--- src/rtl/display_decoder.sv ---
// Read-back decoder for a multiplexed 7-segment time display. It captures stable
// digit patterns, assembles four-digit frames and reports time, blank, error and stale scan.
module display_decoder #(
   parameter int unsigned SETTLE  = 2,
   parameter int unsigned TIMEOUT = 1000
) (
   input  logic       clock,
   input  logic       reset,
   input  logic [3:0] digit_select,
   input  logic [6:0] digit_display,
   output logic [4:0] ore,
   output logic [5:0] minute,
   output logic       frame_valid,
   output logic       frame_blank,
   output logic       frame_error,
   output logic       stale
);
   localparam logic [3:0]  SETTLE_C  = 4'(SETTLE);
   localparam logic [15:0] TIMEOUT_C = 16'(TIMEOUT);

   typedef enum logic [0:0] {COLLECT = 1'b0, CHECK = 1'b1} state_t;

   function automatic logic is_one_cold(input logic [3:0] sel);
      logic [3:0] low;
      low = ~sel;
      return (low != 4'b0000) && ((low & (low - 4'b0001)) == 4'b0000);
   endfunction

   // Result packing: {bad, blank, value}
   function automatic logic [5:0] glyph(input logic [6:0] seg);
      case (seg)
         7'h40:   glyph = {2'b00, 4'd0};
         7'h79:   glyph = {2'b00, 4'd1};
         7'h24:   glyph = {2'b00, 4'd2};
         7'h30:   glyph = {2'b00, 4'd3};
         7'h19:   glyph = {2'b00, 4'd4};
         7'h12:   glyph = {2'b00, 4'd5};
         7'h02:   glyph = {2'b00, 4'd6};
         7'h78:   glyph = {2'b00, 4'd7};
         7'h00:   glyph = {2'b00, 4'd8};
         7'h10:   glyph = {2'b00, 4'd9};
         7'h7F:   glyph = {2'b01, 4'd0};
         default: glyph = {2'b10, 4'd0};
      endcase
   endfunction

   logic [3:0]  sel_r;
   logic [6:0]  seg_r;
   logic [3:0]  stab_r;
   logic [3:0]  stab_nxt_s;
   logic        stable_s;
   logic        reach_s;
   logic        pend_r;
   logic        capture_s;
   logic [5:0]  glyph_s;
   logic [3:0]  val_r [4];
   logic [3:0]  blank_r;
   logic [3:0]  bad_r;
   logic [3:0]  seen_r;
   state_t      state_r;
   state_t      state_nxt_s;
   logic [6:0]  hours_s;
   logic [5:0]  minutes_s;
   logic        range_err_s;
   logic [15:0] stale_cnt_r;
   logic [15:0] stale_cnt_nxt_s;

   // Stability tracking: the incoming sample is compared with the registered one
   always_comb begin
      stable_s   = (digit_select == sel_r) && (digit_display == seg_r) && is_one_cold(digit_select);
      stab_nxt_s = 4'd0;
      if (!stable_s) begin
         stab_nxt_s = 4'd0;
      end else if (stab_r >= SETTLE_C) begin
         stab_nxt_s = SETTLE_C;
      end else begin
         stab_nxt_s = stab_r + 4'd1;
      end
      reach_s   = stable_s && (stab_r != SETTLE_C) && (stab_nxt_s == SETTLE_C);
      // A pattern that settled during CHECK is picked up on the following COLLECT edge
      capture_s = (state_r == COLLECT) && (reach_s || (pend_r && (stab_r == SETTLE_C)));
      glyph_s   = glyph(seg_r);
   end

   // Input registers, stability counter and deferred-capture flag
   always_ff @(posedge clock or posedge reset) begin
      if (reset) begin
         sel_r  <= 4'hF;
         seg_r  <= 7'h7F;
         stab_r <= 4'd0;
         pend_r <= 1'b0;
      end else begin
         sel_r  <= digit_select;
         seg_r  <= digit_display;
         stab_r <= stab_nxt_s;
         pend_r <= (state_r == CHECK) && reach_s;
      end
   end

   // Slot storage; sel_r is one-cold whenever a capture happens
   always_ff @(posedge clock or posedge reset) begin
      if (reset) begin
         for (int i = 0; i < 4; i++) val_r[i] <= 4'd0;
         blank_r <= 4'b0000;
         bad_r   <= 4'b0000;
         seen_r  <= 4'b0000;
      end else begin
         if (capture_s) begin
            for (int i = 0; i < 4; i++) begin
               if (!sel_r[i]) begin
                  val_r[i]   <= glyph_s[3:0];
                  blank_r[i] <= glyph_s[4];
                  bad_r[i]   <= glyph_s[5];
               end
            end
         end
         if (state_r == CHECK) begin
            seen_r <= 4'b0000;
         end else if (capture_s) begin
            seen_r <= seen_r | ~sel_r;
         end
      end
   end

   // Frame FSM next state
   always_comb begin
      state_nxt_s = state_r;
      case (state_r)
         COLLECT: begin
            if (seen_r == 4'hF) begin
               state_nxt_s = CHECK;
            end else begin
               state_nxt_s = COLLECT;
            end
         end
         CHECK:   state_nxt_s = COLLECT;
         default: state_nxt_s = COLLECT;
      endcase
   end

   // Frame FSM state register
   always_ff @(posedge clock or posedge reset) begin
      if (reset) begin
         state_r <= COLLECT;
      end else begin
         state_r <= state_nxt_s;
      end
   end

   // Frame arithmetic; blank and bad slots hold value 0 so they never trip the range test
   always_comb begin
      hours_s     = ({3'b000, val_r[3]} * 7'd10) + {3'b000, val_r[2]};
      minutes_s   = ({2'b00, val_r[1]} * 6'd10) + {2'b00, val_r[0]};
      range_err_s = (val_r[3] > 4'd2) || (hours_s > 7'd23) || (val_r[1] > 4'd5);
   end

   // Frame outcome pulses and decoded time
   always_ff @(posedge clock or posedge reset) begin
      if (reset) begin
         ore         <= 5'd0;
         minute      <= 6'd0;
         frame_valid <= 1'b0;
         frame_blank <= 1'b0;
         frame_error <= 1'b0;
      end else begin
         frame_valid <= 1'b0;
         frame_blank <= 1'b0;
         frame_error <= 1'b0;
         if (state_r == CHECK) begin
            if ((|bad_r) || range_err_s) begin
               frame_error <= 1'b1;
            end else if (|blank_r) begin
               frame_blank <= 1'b1;
            end else begin
               frame_valid <= 1'b1;
               ore         <= hours_s[4:0];
               minute      <= minutes_s;
            end
         end
      end
   end

   // Stale counter next value, saturating
   always_comb begin
      if (frame_valid) begin
         stale_cnt_nxt_s = 16'd0;
      end else if (stale_cnt_r == 16'hFFFF) begin
         stale_cnt_nxt_s = stale_cnt_r;
      end else begin
         stale_cnt_nxt_s = stale_cnt_r + 16'd1;
      end
   end

   // Stale counter and flag
   always_ff @(posedge clock or posedge reset) begin
      if (reset) begin
         stale_cnt_r <= 16'd0;
         stale       <= 1'b0;
      end else begin
         stale_cnt_r <= stale_cnt_nxt_s;
         stale       <= (stale_cnt_nxt_s >= TIMEOUT_C);
      end
   end

endmodule
--- config.mk ---
export PLATFORM = sky130hd
export DESIGN_NAME = display_decoder
export DESIGN_NICKNAME = d
export VERILOG_FILES = /design/src/rtl/display_decoder.sv
export SDC_FILE = /design/constraint.sdc
export NUM_CORES = 1
export LEC_CHECK = 0
export ABC_AREA = 1
export BUFFER_PORTS_ARGS = -buffer_cell sky130_fd_sc_hd__buf_4
export CAP_MARGIN = 40
export CORE_UTILIZATION = 45
export CTS_BUF_LIST = sky130_fd_sc_hd__clkbuf_8
export CTS_CLUSTER_SIZE = 40
export DETAILED_ROUTE_END_ITERATION = 12
export PLACE_DENSITY = 0.59
export RECOVER_POWER = 100
export SETUP_SLACK_MARGIN = 0.4
export SLEW_MARGIN = 20
export SYNTH_ARGS = -nofsm -noshare
export SYNTH_HDL_FRONTEND = slang
export SYNTH_SLANG_ARGS = --single-unit
export TNS_END_PERCENT = 20
--- constraint.sdc ---
create_clock -name clock -period 3.2 [get_ports clock]
set_clock_uncertainty 0.1 [all_clocks]
set_input_delay 0.32 -clock clock [delete_from_list [all_inputs] [get_ports clock]]
set_output_delay 0.32 -clock clock [all_outputs]
set_load 0.01 [all_outputs]
==> summary.md <==
| Metric | Value |
|---|---|
| Layout Area Growth over Synthesis | 11.44% |
| Worst-path fanout max | 10 |
| Reg2reg setup slack | between 400 and 500 ps |
| RSZ-0062 raised after global routing | no |
| Number of buffers created by CTS | 9 |
| IR drop worst, VDD | 0.1636 mV |
| Initial core utilization | 0.4726 |
| Largest net degree at the start of global routing | 40 |
| Clock Sinks | 76 |
| Most used flip-flop cell after synthesis | dfrtp_1 |
| Via count | about 3400 |
| Pins over their slew limit | 0 |
| PortBufs | 27 |
| Reg2reg start | val_r[1] |
| Wire per inst | ~12 µm |
| CP max stage delay | about 500 ps |
| Ant diodes | 0 |
| Final WL | 8494 µm |
| Avg Cell Area, Syn | about 8.0 µm² |
| Clock root cell | clkbuf_8 |
| Hold Crit Class | reg -> reg |
| Max Root-Sink Buffers | 2 |
| Drc violations | 0 |
| Cells after synthesis | between 500 and 600 |
| Core Box Area | 0.008891 mm² |
| Remaining antenna violation count | 0 |
| Post-CTS Repair Setup Buffers | 0 |
| EDFF count, synth | 0 |
| Leak | roughly 2.6 nW |
| Worst-margin pin slew | about 1400 ps |
| Ys async rst share | 1.000 |
| Hpwl dp | approximately 6200 µm |
| Worst R2R End | minute[0] |
| Critical path launch point | val_r[1] |
| Clock period minus worst slack | 2741 ps |
| Die area | 0.009727 mm² |
| Crit path DAT | 2920 ps |
| Final Total Pwr | 1.964 mW |
| First-pass GRT wire length | between 15000 and 20000 µm |
| Die height | 98.63 µm |
| # setup viols final | 0 |
| Fraction of layout cells with a size suffix above 1 | 0.08348 |
| Most common cell after layout, fill and taps aside | nand2_1 |
| Hold Fails Final Rpt | 0 |
| Vias in the first global route | around 3300 |
| Syn_nets | between 500 and 600 |
| Gpl congestion | between 0.8 and 0.9 |
| Worst-path clk slew | 80 ps |
| Die W | 98.63 µm |
| CP Data Required Time | 3380 ps |
| Achievable Freq | approximately 0.36 GHz |
| # rows | 34 |
| Sequential area share after synthesis | 0.4559 |
| Vias per inst | between 4 and 5 |
| Crit path to | minute[0] |
| Tcrit/Tclk final | 0.8566 |
| Synth Register Bits | 76 |
| Max_slew headroom | 0.04677 |
| Initial antenna violation count | 0 |
| Setup Total Neg Slack | 0 ps |
| Clk Latency, worst-skew pair | ~340 ps |
| Reg2Reg Depth | 11 |
| Gr usage total | 0.1946 |
| H-tree lvl count | 3 |
| Pwr/cell area | about 420 mW/mm² |
| Crit-path cells | ha_1 -> ha_1 -> fa_1 -> inv_1 -> nand2_1 -> nand2_1 -> nor2_1 -> nand4_1 -> nor2_1 -> nand2_1 -> nand2_1 |
| Max-Cap Viols | 0 |
| Worst path slowest cell | fa_1 |
| Most used cell, CP | nand2_1 |
| Worst Setup Path Type | reg -> reg |
| Boundary pin count | 28 |
| Status | completed |
| Crit start category | flip-flop |
| Yosys warnings | 0 |
| CTS tree | done |
| Critical Path Sink Type | flip-flop |
| Synth unique cells | 38 |
| DR iter-0 viols | about 160 |
| Most frequent cells in the layout | nand2_1, dfrtp_1, inv_1 |
| Nets@finish | 601 |
| First-pass DRT Iterations | 5 |
| GR Overflow Total | 0 |
| Cell area after synthesis | 0.004202 mm² |
| Fill count | roughly 870 |
-- critical path: cells and delay by family, from the launching register on --
family                   cells  cell delay (ps)
AND/OR/NAND/NOR              7             1050
buffers and inverters        1               50
flip-flops                   1              450
adder cells (fa/ha/maj)      3             1030
-- what timing repair did --
| action | CTS | global route |
|---|---|---|
| setup endpoints to repair | 0 | 9 |
| hold buffers | 12 | 0 |
| resized for setup | 0 | 1 |
| hold endpoints to repair | 23 | 0 |
-- layout make-up --
| type | count | area [µm²] | area share |
|---|---|---|---|
| clock inverter | 5 | 76.32 | 0.01630 |
| tap | 108 | 135.1 | 0.02886 |
| inverter | 67 | 251.5 | 0.05371 |
| timing repair buffer | 42 | 241.5 | 0.05158 |
| sequential | 76 | 1916 | 0.4091 |
| multi-input combinational | 374 | 1911 | 0.4081 |
| clock buffer | 11 | 151.4 | 0.03234 |
-- state kept, by name, summed over array words and instances, names as in the netlist, 4 cells and up --
| name | flops |
|---|---|
| stab_r | 4 |
| blank_r | 4 |
| bad_r | 4 |
| ore | 5 |
| seg_r | 7 |
| val_r | 16 |
| sel_r | 4 |
| minute | 6 |
| seen_r | 4 |
| stale_cnt_r | 16 |
-- power by group --
part	internal, mW	switching, mW	total, mW
clock network	0.478	0.354	0.832
logic	0.0446	0.0807	0.125
registers	0.987	0.0207	1.01
total	1.51	0.455	1.96
-- metal layers --
layer,track usage,vias up,share of wire,wire length (µm)
met4,0.08152,0,0.016,138
met1,0.2726,1556,0.51,4292
li1,-,1766,-,-
met5,0,-,0,0
met2,0.3023,69,0.45,3781
met3,0.02908,13,0.033,281
-- synth_stat cells, types with 2 or more instances --
| cell type | number | area [µm²] |
|---|---|---|
| a21oi_1 | 7 | 35.03 |
| buf_2 | 3 | 15.01 |
| o21ai_0 | 7 | 35.03 |
| nand2_1 | 191 | 716.9 |
| nand3b_1 | 4 | 30.03 |
| nor3_2 | 2 | 20.02 |
| ha_1 | 15 | 187.7 |
| dfrtp_1 | 65 | 1627 |
| inv_1 | 56 | 210.2 |
| nor2_2 | 2 | 12.51 |
| xnor2_1 | 6 | 52.55 |
| nand3_1 | 27 | 135.1 |
| nand4_1 | 35 | 219.0 |
| fa_1 | 3 | 60.06 |
| nand3_4 | 4 | 70.07 |
| xor2_1 | 9 | 78.83 |
| inv_2 | 11 | 41.29 |
| nor2_1 | 39 | 146.4 |
| dfstp_2 | 11 | 289.0 |
| nor3_1 | 9 | 45.04 |
-- how the worst min path moves through the flow --
stage | startpoint | end | slack (ps) | depth (start not counted)
floorplan | digit_display[0] | seg_r[0] | 220 | 0
global placement | digit_display[6] | seg_r[6] | 340 | 1
detailed placement | digit_display[6] | seg_r[6] | 350 | 1
CTS | bad_r[1] | bad_r[1] | 380 | 2
global route | blank_r[2] | blank_r[2] | 400 | 2
finish | ore[3] | ore[3] | 380 | 2
-- kinds of logic after synthesis --
logic type,count (synthesis),share of synthesized area
AND/OR/NAND/NOR,323,0.3574
adder cells (fa/ha/maj),18,0.05896
AO/OA/AOI/OAI,17,0.02114
other,1,0.0008925
flip-flops,76,0.4559
buffers and inverters,74,0.07445
XOR/XNOR,15,0.03127
-- stage by stage --
step                  util  cells  hold slack [ps]  setup WS (ps)  instance area [µm²]
finish              0.5266    683            375.2          458.8                 4682
detailed placement  0.5076    655            346.0          623.3                 4513
floorplan                -    524            224.5          832.9                 4202
global placement    0.5053    654            344.7          663.9                 4493
CTS                 0.5467    683            378.4          587.1                 4861
global route        0.5266    683            398.2          205.8                 4682
No activity file was read; power rests on OpenSTA's default activity.
